<file path="src/rtl/mem_sram_ctrl.sv">
// ---------------------------------------------------------------------------
// mem_sram_ctrl
//   MEM-stage data-memory initiator. Each 32-bit load or store from the
//   EXE/MEM register is split into two 16-bit half-word accesses on an
//   external SRAM: the low half first, then the high half. Each half is held
//   on the pins for ACCESS_CYCLES cycles. While an access is in flight,
//   ready is low so the hazard logic can freeze the pipeline.
//
// Ports
//   clk, rst        pipeline clock, asynchronous active-high reset
//   wr_en, rd_en    store / load request (a store wins if both are set)
//   address         CPU byte address (word aligned; bits [1:0] ignored)
//   write_data      store value
//   read_data       last completed load word (registered)
//   ready           0 while an access is in flight
//   sram_addr       SRAM half-word address
//   sram_dq_out     write data to the SRAM pad
//   sram_dq_oe      1 when the controller drives the data pad
//   sram_dq_in      read data from the SRAM pad
//   sram_we_n       SRAM write strobe, active low
// ---------------------------------------------------------------------------
module mem_sram_ctrl #(
    parameter int BASE_ADDR     = 1024,
    parameter int ACCESS_CYCLES = 2,
    parameter int SRAM_AW       = 18
) (
    input  logic               clk,
    input  logic               rst,
    input  logic               wr_en,
    input  logic               rd_en,
    input  logic [31:0]        address,
    input  logic [31:0]        write_data,
    output logic [31:0]        read_data,
    output logic               ready,
    output logic [SRAM_AW-1:0] sram_addr,
    output logic [15:0]        sram_dq_out,
    output logic               sram_dq_oe,
    input  logic [15:0]        sram_dq_in,
    output logic               sram_we_n
);

    localparam int CW = (ACCESS_CYCLES > 1) ? $clog2(ACCESS_CYCLES) : 1;
    localparam logic [CW-1:0] LAST_CNT = CW'(ACCESS_CYCLES - 1);

    typedef enum logic [1:0] {
        S_IDLE = 2'd0,
        S_LO   = 2'd1,
        S_HI   = 2'd2,
        S_DONE = 2'd3
    } state_t;

    state_t               r_state;
    logic [CW-1:0]        r_cnt;
    logic                 r_is_wr;
    logic [SRAM_AW-2:0]   r_hw;
    logic [15:0]          r_wdata_hi;
    logic [15:0]          r_lo;
    logic [31:0]          r_read_data;
    logic [SRAM_AW-1:0]   r_sram_addr;
    logic [15:0]          r_dq_out;
    logic                 r_dq_oe;
    logic                 r_we_n;

    state_t               w_nxt_state;
    logic [CW-1:0]        w_nxt_cnt;
    logic [SRAM_AW-1:0]   w_nxt_addr;
    logic [15:0]          w_nxt_dq_out;
    logic                 w_nxt_dq_oe;
    logic                 w_nxt_we_n;
    logic                 w_ready;
    logic                 w_capture;
    logic                 w_latch_lo;
    logic                 w_latch_hi;
    logic                 w_req;
    logic [31:0]          w_off;
    logic [SRAM_AW-2:0]   w_req_hw;
    logic                 w_unused_off;

    // Offset from the SRAM window; wraps modulo 2^32 below BASE_ADDR.
    assign w_off        = address - 32'(BASE_ADDR);
    assign w_req_hw     = w_off[SRAM_AW:2];
    assign w_unused_off = ^{w_off[31:SRAM_AW+1], w_off[1:0]};
    assign w_req        = wr_en | rd_en;

    // Next state and next pin values; pins are registered so they change
    // on the same edge that enters LO/HI/DONE.
    always_comb begin
        w_nxt_state  = r_state;
        w_nxt_cnt    = r_cnt;
        w_nxt_addr   = r_sram_addr;
        w_nxt_dq_out = r_dq_out;
        w_nxt_dq_oe  = r_dq_oe;
        w_nxt_we_n   = r_we_n;
        w_ready      = 1'b1;
        w_capture    = 1'b0;
        w_latch_lo   = 1'b0;
        w_latch_hi   = 1'b0;
        case (r_state)
            S_IDLE: begin
                w_ready = ~w_req;
                if (w_req) begin
                    w_nxt_state = S_LO;
                    w_nxt_cnt   = '0;
                    w_capture   = 1'b1;
                    w_nxt_addr  = {w_req_hw, 1'b0};
                    if (wr_en) begin
                        w_nxt_dq_out = write_data[15:0];
                        w_nxt_dq_oe  = 1'b1;
                        w_nxt_we_n   = 1'b0;
                    end else begin
                        w_nxt_dq_oe  = 1'b0;
                        w_nxt_we_n   = 1'b1;
                    end
                end else begin
                    w_nxt_dq_oe = 1'b0;
                    w_nxt_we_n  = 1'b1;
                end
            end
            S_LO: begin
                w_ready = 1'b0;
                if (r_cnt == LAST_CNT) begin
                    w_nxt_state = S_HI;
                    w_nxt_cnt   = '0;
                    w_latch_lo  = ~r_is_wr;
                    w_nxt_addr  = {r_hw, 1'b1};
                    if (r_is_wr) begin
                        w_nxt_dq_out = r_wdata_hi;
                        w_nxt_dq_oe  = 1'b1;
                        w_nxt_we_n   = 1'b0;
                    end else begin
                        w_nxt_dq_oe  = 1'b0;
                        w_nxt_we_n   = 1'b1;
                    end
                end else begin
                    w_nxt_cnt = r_cnt + CW'(1);
                end
            end
            S_HI: begin
                w_ready = 1'b0;
                if (r_cnt == LAST_CNT) begin
                    w_nxt_state = S_DONE;
                    w_nxt_cnt   = '0;
                    w_latch_hi  = ~r_is_wr;
                    w_nxt_dq_oe = 1'b0;
                    w_nxt_we_n  = 1'b1;
                end else begin
                    w_nxt_cnt = r_cnt + CW'(1);
                end
            end
            S_DONE: begin
                // The pipeline advances on this edge; the next request is
                // evaluated only in the following IDLE cycle.
                w_ready     = 1'b1;
                w_nxt_state = S_IDLE;
                w_nxt_dq_oe = 1'b0;
                w_nxt_we_n  = 1'b1;
            end
            default: begin
                w_ready     = 1'b1;
                w_nxt_state = S_IDLE;
                w_nxt_cnt   = '0;
                w_nxt_dq_oe = 1'b0;
                w_nxt_we_n  = 1'b1;
            end
        endcase
    end

    // State, counter and SRAM pin registers.
    always_ff @(posedge clk or posedge rst) begin
        if (rst) begin
            r_state     <= S_IDLE;
            r_cnt       <= '0;
            r_sram_addr <= '0;
            r_dq_out    <= 16'h0000;
            r_dq_oe     <= 1'b0;
            r_we_n      <= 1'b1;
        end else begin
            r_state     <= w_nxt_state;
            r_cnt       <= w_nxt_cnt;
            r_sram_addr <= w_nxt_addr;
            r_dq_out    <= w_nxt_dq_out;
            r_dq_oe     <= w_nxt_dq_oe;
            r_we_n      <= w_nxt_we_n;
        end
    end

    // Captured request copy, so mid-access input changes are ignored.
    always_ff @(posedge clk or posedge rst) begin
        if (rst) begin
            r_is_wr    <= 1'b0;
            r_hw       <= '0;
            r_wdata_hi <= 16'h0000;
        end else if (w_capture) begin
            r_is_wr    <= wr_en;
            r_hw       <= w_req_hw;
            r_wdata_hi <= write_data[31:16];
        end
    end

    // Load data: low half held until the high half completes the word.
    always_ff @(posedge clk or posedge rst) begin
        if (rst) begin
            r_lo        <= 16'h0000;
            r_read_data <= 32'h0000_0000;
        end else begin
            if (w_latch_lo) begin
                r_lo <= sram_dq_in;
            end
            if (w_latch_hi) begin
                r_read_data <= {sram_dq_in, r_lo};
            end
        end
    end

    assign read_data   = r_read_data;
    assign ready       = w_ready;
    assign sram_addr   = r_sram_addr;
    assign sram_dq_out = r_dq_out;
    assign sram_dq_oe  = r_dq_oe;
    assign sram_we_n   = r_we_n;

endmodule

</file>
<file path="config.mk">
export PLATFORM = sky130hd
export DESIGN_NAME = mem_sram_ctrl
export DESIGN_NICKNAME = d
export VERILOG_FILES = /design/src/rtl/mem_sram_ctrl.sv
export SDC_FILE = /design/constraint.sdc
export NUM_CORES = 1
export LEC_CHECK = 0
export CAP_MARGIN = 20
export CORE_MARGIN = 3
export CORE_UTILIZATION = 45
export DETAILED_ROUTE_END_ITERATION = 8
export HOLD_SLACK_MARGIN = 0.08
export PLACE_DENSITY = 0.78
export SLEW_MARGIN = 20
export SYNTH_ARGS = -nofsm -noshare
export SYNTH_HDL_FRONTEND = slang
export SYNTH_SLANG_ARGS = --single-unit
</file>
<file path="constraint.sdc">
create_clock -name clk -period 4.64 [get_ports clk]
set_clock_uncertainty 0.15 [all_clocks]
set_input_delay 0.928 -clock clk [delete_from_list [all_inputs] [get_ports clk]]
set_output_delay 0.928 -clock clk [all_outputs]
set_load 0.05 [all_outputs]
</file>
After elaboration in Yosys (flattened, before gate mapping)
Cells that the tools add are included.
- bits of input ports: 84
- logic and storage cells: 66
- output and inout port bits: 69
- register bits: 121
- bitwise logic cells: 3
- muxes and demuxes: 33
- reductions and logical operators: 9
- equal/unequal tests: 8
- add/subtract/negate cells: 2
- operators by type and width (operator ; count):
    16-bit two-way mux ; 4
    18-bit two-way mux ; 2
    18-bit one-hot mux with 2 select lines ; 1
    16-bit one-hot mux with 2 select lines ; 1
    19-bit by 11-bit subtractor with 19-bit output, second input constant ; 1
    1-bit two-way mux ; 17
    2-bit inequality test, second input constant ; 5
    1-bit one-hot mux with 4 select lines ; 2
    2-bit one-hot mux with 4 select lines ; 1
    2-bit two-way mux ; 3
    3-bit AND reduction ; 2
    5-bit AND reduction ; 1
    2-bit equality test, second input constant ; 2
    2-bit AND reduction ; 2
    2-bit nonzero test ; 2
    1-bit one-hot mux with 3 select lines ; 1
    2-bit by 1-bit equality test with 1-bit output, second input constant ; 1
    2-bit logical NOT ; 1
    1-bit NOT ; 2
    1-bit one-hot mux with 2 select lines ; 1
    2-bit OR reduction ; 1
    1-bit adder, second input constant ; 1
    1-bit OR ; 1

Depth between registers and ports, before layout
Gate-level depths: netlist (run 1).
- depth in word-level cells: 4
- mapped depth: 8
- depth with buffers taken out: 6

Least setup slack after synthesis (run 1)
No wires, ideal clock.
- kind: input-to-output
- start: input rd_en
- end: output ready
- stages on the path: 3
- required time: 3.562 ns
- setup slack: 1.606 ns
- arrival time: 1.956 ns
- buffers on the path: 1
- cell sequence: o21ai_2 clkbuf_1 o21a_1
- longest elaborated chain between the ends: 3
- RTL lines (item ; line ; text):
    from (decl) ; 30 ; input logic rd_en,
    1-bit OR ; 83 ; assign w_req = wr_en | rd_en;
    1-bit NOT ; 100 ; w_ready = ~w_req;
    1-bit one-hot mux with 3 select lines ; 98 ; case (r_state)
    to (decl) ; 34 ; output logic ready,
Every way passes these cells.

Final worst setup path (run 1)
- start: input wr_en
- end: output ready
- longest elaborated chain between the ends: 3
- RTL lines (item ; line ; text):
    from (decl) ; 29 ; input logic wr_en,
    1-bit OR ; 83 ;
    1-bit NOT ; 100 ;
    1-bit one-hot mux with 3 select lines ; 98 ;
Every way passes these cells.

==> key figures, run 1 <==
Status
  – Status: finished clean

Synthesis
  – Avg Cell Area, Syn: 12.8 um^2
  – Yosys top cell by area: dfrtp_1
  – Register area share after synthesis: 59.4%
  – Syn Std Cell Area: 5100 um^2
  – Share of the synthesized area in the top cell type: 58.9%
  – Net count after synthesis: 488
  – Seq cells post-synth: 121
  – Cell count after synthesis: 397
  – Yosys warns: 0
  – Unique masters post-synth: 34
  – Area contributors post-synth: dfrtp_1 (59%), mux2_2 (15%), mux2i_1 (4.7%), a21oi_1 (2.8%), nor2_1 (2.4%)

Placed design
  – Post-DP HPWL: 7.50 mm
  – IO buf count: 137
  – Worst slack, placed: 0.983 ns
  – Gpl congestion: 0.759
  – Placed cells: 661

Setup path
  – Kind of end point of the critical path: primary output
  – Critical Path AT: 2.58 ns
  – Crit path cell chain: clkdlybuf4s50_1 > o21ai_4 > o21a_1 > clkdlybuf4s50_1
  – Crit-path most repeated cell: clkdlybuf4s50_1
  – Worst endpoint required time: 3.56 ns
  – Startpoint types: primary input
  – Delay of the slowest critical-path stage: 0.79 ns
  – Worst path slowest cell: clkdlybuf4s50_1
  – Setup CP Type: in2out
  – Maximum net fanout on the critical path: 5

GRT
  – Vias in the first global route: 3760
  – First-pass GRT wire length: 18.3 mm
  – Global Route Usage Sum: 18.1%
  – Pin count of the biggest net entering global routing: 66
  – Antenna violations before repair: 0
  – Gr ovfl total: 0

Clock tree
  – H-Tree Depth: 4
  – Clk_lat worst skew: 0.40 ns
  – Reg clk slew, reported paths: 0.05 ns
  – CTS Sinks: 121
  – Setup bufs post-CTS: 0
  – Hold-fix buffers, CTS: 0
  – CTS tree: built
  – Clk root buf: clkbuf_16
  – Post_cts resized: 0
  – Clk buf depth: 2
  – CTS buffer count: 17

Timing
  – Unrepaired setup endpoints after global routing: no
  – Hold Fails Final Rpt: 0
  – Max Slew Vio Count: 0
  – Worst-margin pin slew: 0.734 ns
  – # setup viols final: 0
  – Worst setup margin: 0.985 ns
  – Maximum clock rate: 0.274 GHz
  – Max-slew headroom: 51.0%
  – Fin crit period: 3.66 ns
  – Tcrit/Tclk final: 78.8%
  – Setup TNS Final: 0 ns

Routing
  – Top Layer Used: met4
  – Met2 WL: 5.34 mm
  – Initial drt markers: 149
  – Wirelength per Cell: 15.5 um
  – DRC: 0
  – M1 wire length: 4.42 mm
  – Final wirelength: 10.7 mm
  – WL met3: 890 um
  – Drt pass-1 iters: 5
  – DRT antenna net count: 0
  – Total number of vias: 3545
  – Via density: 5.12

Floorplanning
  – Die W: 112 um
  – Cell row count: 38
  – IO Count: 153
  – Vert. Die Dim: 112 um
  – Core area: 10900 um^2
  – Die ar.: 12600 um^2
  – Initial Utilization: 46.6%

Power and ir drop
  – Max IR drop VDD: 0.000441 V
  – Pwr/cell area: 880 nW/um^2
  – P_leak: 3.02 nW

Cells and area
  – Most frequent cells in the layout: clkdlybuf4s50_1 (137), dfrtp_1 (120), mux2_2 (69)
  – Final core occ: 66.2%
  – Ant. Diodes: 0
  – Share of cells above drive strength 1: 21.0%
  – Area grow syn2layout: 41.9%
  – Final net count: 631
  – Non-Filler Instances: 693
  – Most common cell after layout, fill and taps aside: clkdlybuf4s50_1

Min path
  – Hold Crit Class: reg2reg

Run
  – Max-cap violations: 0
per-stage QoR:
step                cell area (um^2)  power [mW]  hold slack, ns
global route                    7230        6.74           0.358
detailed placement              6630        5.10           0.326
floorplan                       5100        4.09           0.300
CTS                             7230        6.44           0.334
global placement                6630        5.00           0.314
finish                          7230        6.37           0.329
metal layers:
metal,track usage (%),vias up
li1,-,1672
met5,0,-
met2,29.2,120
met1,22.0,1741
met3,7.92,12
met4,5.45,0
final cells by class:
cell class,instances,area [um^2]
repair buffers,143,1430
well taps,140,175
fillers,872,3700
clock buffers,22,484
clock inverters,10,118
flip-flops and latches,121,3030
multi-input cells,248,1960
inverters,9,36.3
logic make-up (layout without fill, tap and decap cells):
group | count (synthesis) | after routing | share of synthesized area (%)
xor+xnor | 7 | 7 | 1.20
compound gates | 57 | 57 | 6.09
fa+ha+maj | 7 | 7 | 1.72
buf+inv | 28 | 184 | 2.41
flops | 121 | 121 | 59.4
simple gates | 77 | 77 | 7.66
mux | 100 | 100 | 21.5
worst max-delay path, delay by kind of cell:
family / cells / cell delay (ns)
buf+inv: 2 / 1.32
compound gates: 2 / 0.32
sequential cells by signal, summed over array words and instances, names as in the netlist:
name / count
read_data: 32
sram_addr: 18
r_hw: 17
r_lo: 16
r_wdata_hi: 16
sram_dq_out: 16
r_state: 2
r_cnt: 1
r_is_wr: 1
sram_dq_oe: 1
sram_we_n: 1
where the power goes:
| group | switching, mW | total (mW) | internal [mW] | leakage [nW] |
|---|---|---|---|---|
| Clock | 0.459 | 1.31 | 0.847 | 0.284 |
| Combinational | 1.94 | 3.16 | 1.22 | 1.32 |
| Sequential | 0.285 | 1.90 | 1.61 | 1.42 |
| Total | 2.69 | 6.37 | 3.68 | 3.02 |
cells in the mapped netlist:
cell type,number
nand3_1,4
dfstp_2,1
a21oi_1,29
mux2_1,7
nor2b_1,2
nand3b_1,2
o211ai_1,2
o21a_1,1
a22oi_1,2
clkbuf_1,5
nor3_4,1
buf_2,14
nor3b_2,1
o21ai_2,1
o21ai_1,4
nor2_1,33
or3_1,1
a211oi_2,1
dfrtp_1,120
mux2i_1,24
nor3_1,2
nor4_4,2
ha_1,7
xnor2_1,7
mux2_2,69
nor4_1,1
nand2_1,23
inv_1,9
o21ai_0,16
nor3b_1,2
a31oi_1,1
or4_4,1
or2_1,1
nand2b_1,1
final timing paths:
path	start	to	slack (ns)	depth (start not counted)
worst max-delay path	wr_en	ready	0.98	4
min in group asynchronous	rst	sram_dq_out[10]	0.84	2
worst max register to register	r_state[1]	sram_addr[14]	1.97	8
max in group asynchronous	rst	sram_we_n	2.65	3
worst min-delay path	r_hw[10]	r_hw[10]	0.33	2
worst min register to register	r_hw[10]	r_hw[10]	0.33	2
Note: power is estimated with default switching activity, not from simulation.
==> inputs of run 2 (changes only) <==
==> constraint.sdc (replaced) <==
create_clock -name clk -period 3.6 [get_ports clk]
set_clock_uncertainty 0.15 [all_clocks]
set_input_delay 0.72 -clock clk [delete_from_list [all_inputs] [get_ports clk]]
set_output_delay 0.72 -clock clk [all_outputs]
set_load 0.05 [all_outputs]
==> run 2 against run 1 <==
Via count decreased by 0.87%; register-to-register slack got worse by 1.0 ns; critical path depth unchanged; combinational power increased by 28%; global-route usage increased by 0.53 points; sequential power increased by 30%; cell count unchanged; worst hold slack improved by 0.0013 ns.
==> key figures, run 2 (same netlist as run 1, synthesis figures left out) <==
Min path
  – Hold Path End: r_hw[13]
  – Min-delay src: r_hw[13]
  – Hold Crit Class: reg2reg
  – Hold path depth: 2

Clock tree
  – Clk_lat worst skew: 0.41 ns
  – CTS buffer count: 17
  – Post_cts resized: 0
  – Clk buf depth: 2
  – CTS tree: built
  – CTS Sinks: 121
  – Setup bufs post-CTS: 0
  – Clk root buf: clkbuf_16
  – H-Tree Depth: 4
  – Reg clk slew, reported paths: 0.06 ns
  – Hold-fix buffers, CTS: 0

Routing
  – Initial drt markers: 153
  – Wirelength per Cell: 16.1 um
  – DRC: 0
  – Via density: 5.07
  – Drt pass-1 iters: 4
  – Total number of vias: 3514
  – Final wirelength: 11.1 mm
  – DRT antenna net count: 0

Timing
  – # setup viols final: 0
  – Worst-margin pin slew: 0.967 ns
  – Unrepaired setup endpoints after global routing: no
  – Max-slew headroom: 35.3%
  – Max Slew Vio Count: 0
  – Hold Fails Final Rpt: 0
  – Tcrit/Tclk final: 73.7%
  – Maximum clock rate: 0.377 GHz
  – Setup TNS Final: 0 ns
  – Worst setup margin: 0.946 ns
  – Fin crit period: 2.65 ns

Cells and area
  – Final net count: 631
  – Filler Cells Inserted: 845
  – Most common cell after layout, fill and taps aside: clkdlybuf4s50_1
  – Ant. Diodes: 0
  – Share of cells above drive strength 1: 21.2%
  – Most frequent cells in the layout: clkdlybuf4s50_1 (136), dfrtp_1 (120), mux2_2 (69)
  – Max reg flops: 32
  – Area grow syn2layout: 41.3%

Power and ir drop
  – Max IR drop VDD: 0.000622 V
  – P_leak: 3.00 nW
  – Pwr/cell area: 1120 nW/um^2

Placed design
  – Gpl congestion: 0.819
  – Post-DP HPWL: 7.74 mm
  – IO buf count: 137
  – Worst slack, placed: 0.558 ns

Setup path
  – Maximum net fanout on the critical path: 5
  – Critical R2R Capture: r_lo[1]
  – Reg2Reg Depth: 6
  – Kind of end point of the critical path: primary output
  – Worst endpoint required time: 2.73 ns
  – Setup CP Type: in2out
  – Worst reg-to-reg setup slack: 0.96 ns
  – Startpoint types: primary input
  – Critical Path AT: 1.78 ns
  – Reg-to-Reg Start: r_state[1]

GRT
  – Gr ovfl total: 0
  – Global Route Usage Sum: 18.6%
  – First-pass GRT wire length: 18.9 mm
  – Antenna violations before repair: 0
  – Pin count of the biggest net entering global routing: 56
  – Vias in the first global route: 3778

Floorplanning
  – Vert. Die Dim: 112 um
  – Initial Utilization: 46.6%
  – IO Count: 153
  – Die ar.: 12600 um^2
  – Core area: 10900 um^2
  – Die W: 112 um
  – Cell row count: 38

Status
  – Status: finished clean

Run
  – Max-cap violations: 0
-- run 2: cell types whose count changed in the layout (fill, tap and decap cells not counted) --
cell,delta
bufinv_16,-1
clkinv_2,+1
clkinv_4,+3
inv_6,+1
clkinvlp_4,+1
buf_12,+1
inv_4,-1
clkbuf_8,-4
clkdlybuf4s50_1,-1
-- run 2: metrics by stage --
| stage | area, um^2 | util, % | cells | power (mW) | hold slack [ns] |
|---|---|---|---|---|---|
| 2_1_floorplan | 5100 | - | 397 | 5.27 | 0.300 |
| 5_1_grt | 7200 | 65.8 | 693 | 8.57 | 0.353 |
| 4_1_cts | 7200 | 65.8 | 693 | 8.18 | 0.334 |
| 3_5_place_dp | 6640 | 60.8 | 661 | 6.57 | 0.322 |
| 6_report | 7200 | 65.8 | 693 | 8.10 | 0.330 |
| 3_3_place_gp | 6640 | 60.8 | 661 | 6.43 | 0.314 |
-- run 2: layer usage --
metal | share of wire (%) | GRT usage (%) | vias to the layer above
met2 | 48 | 29.3 | 108
met5 | 0 | 0 | -
li1 | - | - | 1664
met4 | 1.7 | 7.29 | 0
met1 | 44 | 24.2 | 1727
met3 | 6.2 | 5.71 | 15
-- run 2: where the power goes --
group	leakage [nW]	switching, mW	internal (mW)	total (mW)
clock network	0.262	0.628	0.951	1.58
logic	1.32	2.49	1.56	4.06
registers	1.42	0.386	2.08	2.47
-- run 2: worst max-delay path by stage --
stage | from | to | slack (ns) | depth (start not counted)
global route | r_state[1] | r_lo[7] | 0.77 | 6
floorplan | rd_en | ready | 0.98 | 3
global placement | wr_en | sram_addr[15] | 0.62 | 5
detailed placement | wr_en | sram_addr[14] | 0.56 | 5
finish | wr_en | ready | 0.95 | 4
CTS | r_state[1] | r_lo[1] | 0.92 | 6
-- run 2: cell type report --
cell class,count,area [um^2],area share [%]
Clock buffer,18,429,5.96
Timing Repair Buffer,143,1440,20.0
Clock inverter,14,128,1.77
Sequential cell,121,3030,42.1
Multi-Input combinational cell,248,1960,27.3
Tap cell,140,175,2.43
Inverter,9,37.5,0.521
-- run 2: worst max-delay path, cell delays in order --
cell	delay, ns
clkdlybuf4s50_1	0.54
o21ai_4	0.18
o21a_1	0.14
buf_4	0.19
==> inputs of run 3 (changes only) <==
--- a/config.mk
+++ b/config.mk
@@ -7,7 +7,7 @@
 export LEC_CHECK = 0
 export CAP_MARGIN = 20
 export CORE_MARGIN = 3
-export CORE_UTILIZATION = 45
+export CORE_UTILIZATION = 43
 export DETAILED_ROUTE_END_ITERATION = 8
 export HOLD_SLACK_MARGIN = 0.08
 export PLACE_DENSITY = 0.78
==> constraint.sdc (replaced) <==
create_clock -name clk -period 2.2 [get_ports clk]
set_clock_uncertainty 0.15 [all_clocks]
set_input_delay 0.44 -clock clk [delete_from_list [all_inputs] [get_ports clk]]
set_output_delay 0.44 -clock clk [all_outputs]
set_load 0.05 [all_outputs]
==> run 3 against run 2 <==
Clock-buffer cell count grew 10; flip-flop and latch count is the same; worst hold slack lost 0.078 ns; register-to-register slack lost 0.75 ns; worst setup slack lost 0.92 ns; sequential power grew 62%; non-clock buffer count grew 21; combinational power grew 75%; critical path type is now reg2out; critical endpoint is now sram_addr[14]; largest power group unchanged.
==> key figures, run 3 (same netlist as run 1, synthesis figures left out) <==
Clock tree
  – CTS Sinks: 121
  – Clk root buf: clkbuf_16
  – Clk buf depth: 2
  – Reg clk slew, reported paths: 0.05 ns
  – Hold-fix buffers, CTS: 0
  – Clk_lat worst skew: 0.40 ns
  – CTS tree: built
  – H-Tree Depth: 4
  – CTS buffer count: 17

GRT
  – Met2 Use GR: 29.2%
  – Gr ovfl total: 0
  – M1 GR Usage: 22.2%
  – GR peak layer: met2
  – Antenna violations before repair: 0
  – Vias in the first global route: 3718
  – Global Route Usage Sum: 17.8%
  – Met3 Use GR: 5.42%
  – First-pass GRT wire length: 18.3 mm
  – Pin count of the biggest net entering global routing: 40

Setup path
  – Worst endpoint required time: 1.61 ns
  – Critical Path AT: 1.58 ns
  – WP buf/inv: 1
  – Worst reg-to-reg setup slack: 0.21 ns
  – Reg2Reg Depth: 8
  – Kind of end point of the critical path: primary output
  – Delay of the slowest critical-path stage: 0.81 ns
  – Critical R2R Capture: sram_addr[14]
  – Reg-to-Reg Start: r_state[0]
  – Crit path cell chain: clkdlybuf4s50_1
  – Setup CP Type: reg2out
  – CP Launch Point: sram_addr[14]
  – Crit. path cell count: 1
  – Delay-heaviest family, CP: buffers and inverters
  – CP Capture Point: sram_addr[14]
  – Maximum net fanout on the critical path: 2
  – Startpoint types: register
  – Worst path slowest cell: clkdlybuf4s50_1

Floorplanning
  – Initial Utilization: 44.3%
  – IO Count: 153
  – Die ar.: 13200 um^2
  – Cell row count: 39
  – Vert. Die Dim: 115 um
  – Core area: 11500 um^2
  – Die W: 115 um

Timing
  – Hold Fails Final Rpt: 0
  – Tcrit/Tclk final: 98.7%
  – Setup TNS Final: 0 ns
  – Maximum clock rate: 0.461 GHz
  – Fin crit period: 2.17 ns
  – # setup viols final: 0
  – Worst-margin pin slew: 0.539 ns
  – Worst hold slack: 0.253 ns
  – Max Slew Vio Count: 0
  – Max-slew headroom: 64.0%

Cells and area
  – Most frequent cells in the layout: dfrtp_1 (120), clkdlybuf4s50_1 (114), mux2_2 (69)
  – Area grow syn2layout: 46.7%
  – Most common cell after layout, fill and taps aside: dfrtp_1
  – Non-Filler Instances: 715
  – Ant. Diodes: 0
  – Final net count: 652
  – Max reg flops: 32
  – Share of cells above drive strength 1: 24.3%

Placed design
  – Post-DP HPWL: 8.15 mm
  – Gpl congestion: 0.840
  – Placed cells: 681
  – IO buf count: 137

Routing
  – Initial drt markers: 176
  – Wirelength per Cell: 16.0 um
  – DRC: 0
  – Total number of vias: 3628
  – Via density: 5.07
  – Drt pass-1 iters: 6
  – Final wirelength: 11.5 mm
  – DRT antenna net count: 0

Power and ir drop
  – Pwr/cell area: 1820 nW/um^2
  – Max IR drop VDD: 0.000858 V
  – P_leak: 3.29 nW

Run
  – Max-cap violations: 0

Min path
  – Hold Crit Class: in2async

Status
  – Status: finished clean
run 3: per-stage QoR:
step	area, um^2	worst slack (ns)	utilization, %	total power, mW
after detailed placement	6860	-0.0195	59.5	11.1
after floorplan	5100	0.114	-	8.63
after CTS	7410	0.000484	64.3	13.7
after global routing	7480	-0.00176	65.0	14.3
final	7480	0.0291	65.0	13.6
after global placement	6860	0.0265	59.5	10.9
run 3: how the worst min path moves through the flow:
stage,start,end,cells past startpoint
floorplan,r_hw[8],r_hw[8],2
global placement,r_hw[12],r_hw[12],2
detailed placement,r_hw[9],r_hw[9],2
CTS,rst,sram_addr[4],2
global route,rst,sram_addr[0],2
finish,rst,sram_addr[0],2
run 3: final cells by class:
type | count | area [um^2]
inverters | 9 | 37.5
fillers | 862 | 4040
clock inverters | 2 | 10.0
clock buffers | 28 | 527
well taps | 143 | 179
flip-flops and latches | 121 | 3030
repair buffers | 164 | 1720
multi-input cells | 248 | 1980
run 3: what timing repair did:
action	in CTS	in global routing
hold endpoints to repair	0	0
cloned	0	0
resized for setup	4	20
endpoints found under the setup margin	3	18
setup buffers	2	2
run 3: where the power goes:
part / total [mW] / internal (mW) / switching [mW]
clock network: 2.49 / 1.60 / 0.888
logic: 7.10 / 2.88 / 4.21
registers: 3.99 / 3.40 / 0.590
run 3: per-layer routing:
layer,up-vias,part of all wire (%)
met4,0,1.6
li1,1708,-
met3,18,6.0
met1,1772,43
met5,-,0
met2,130,50
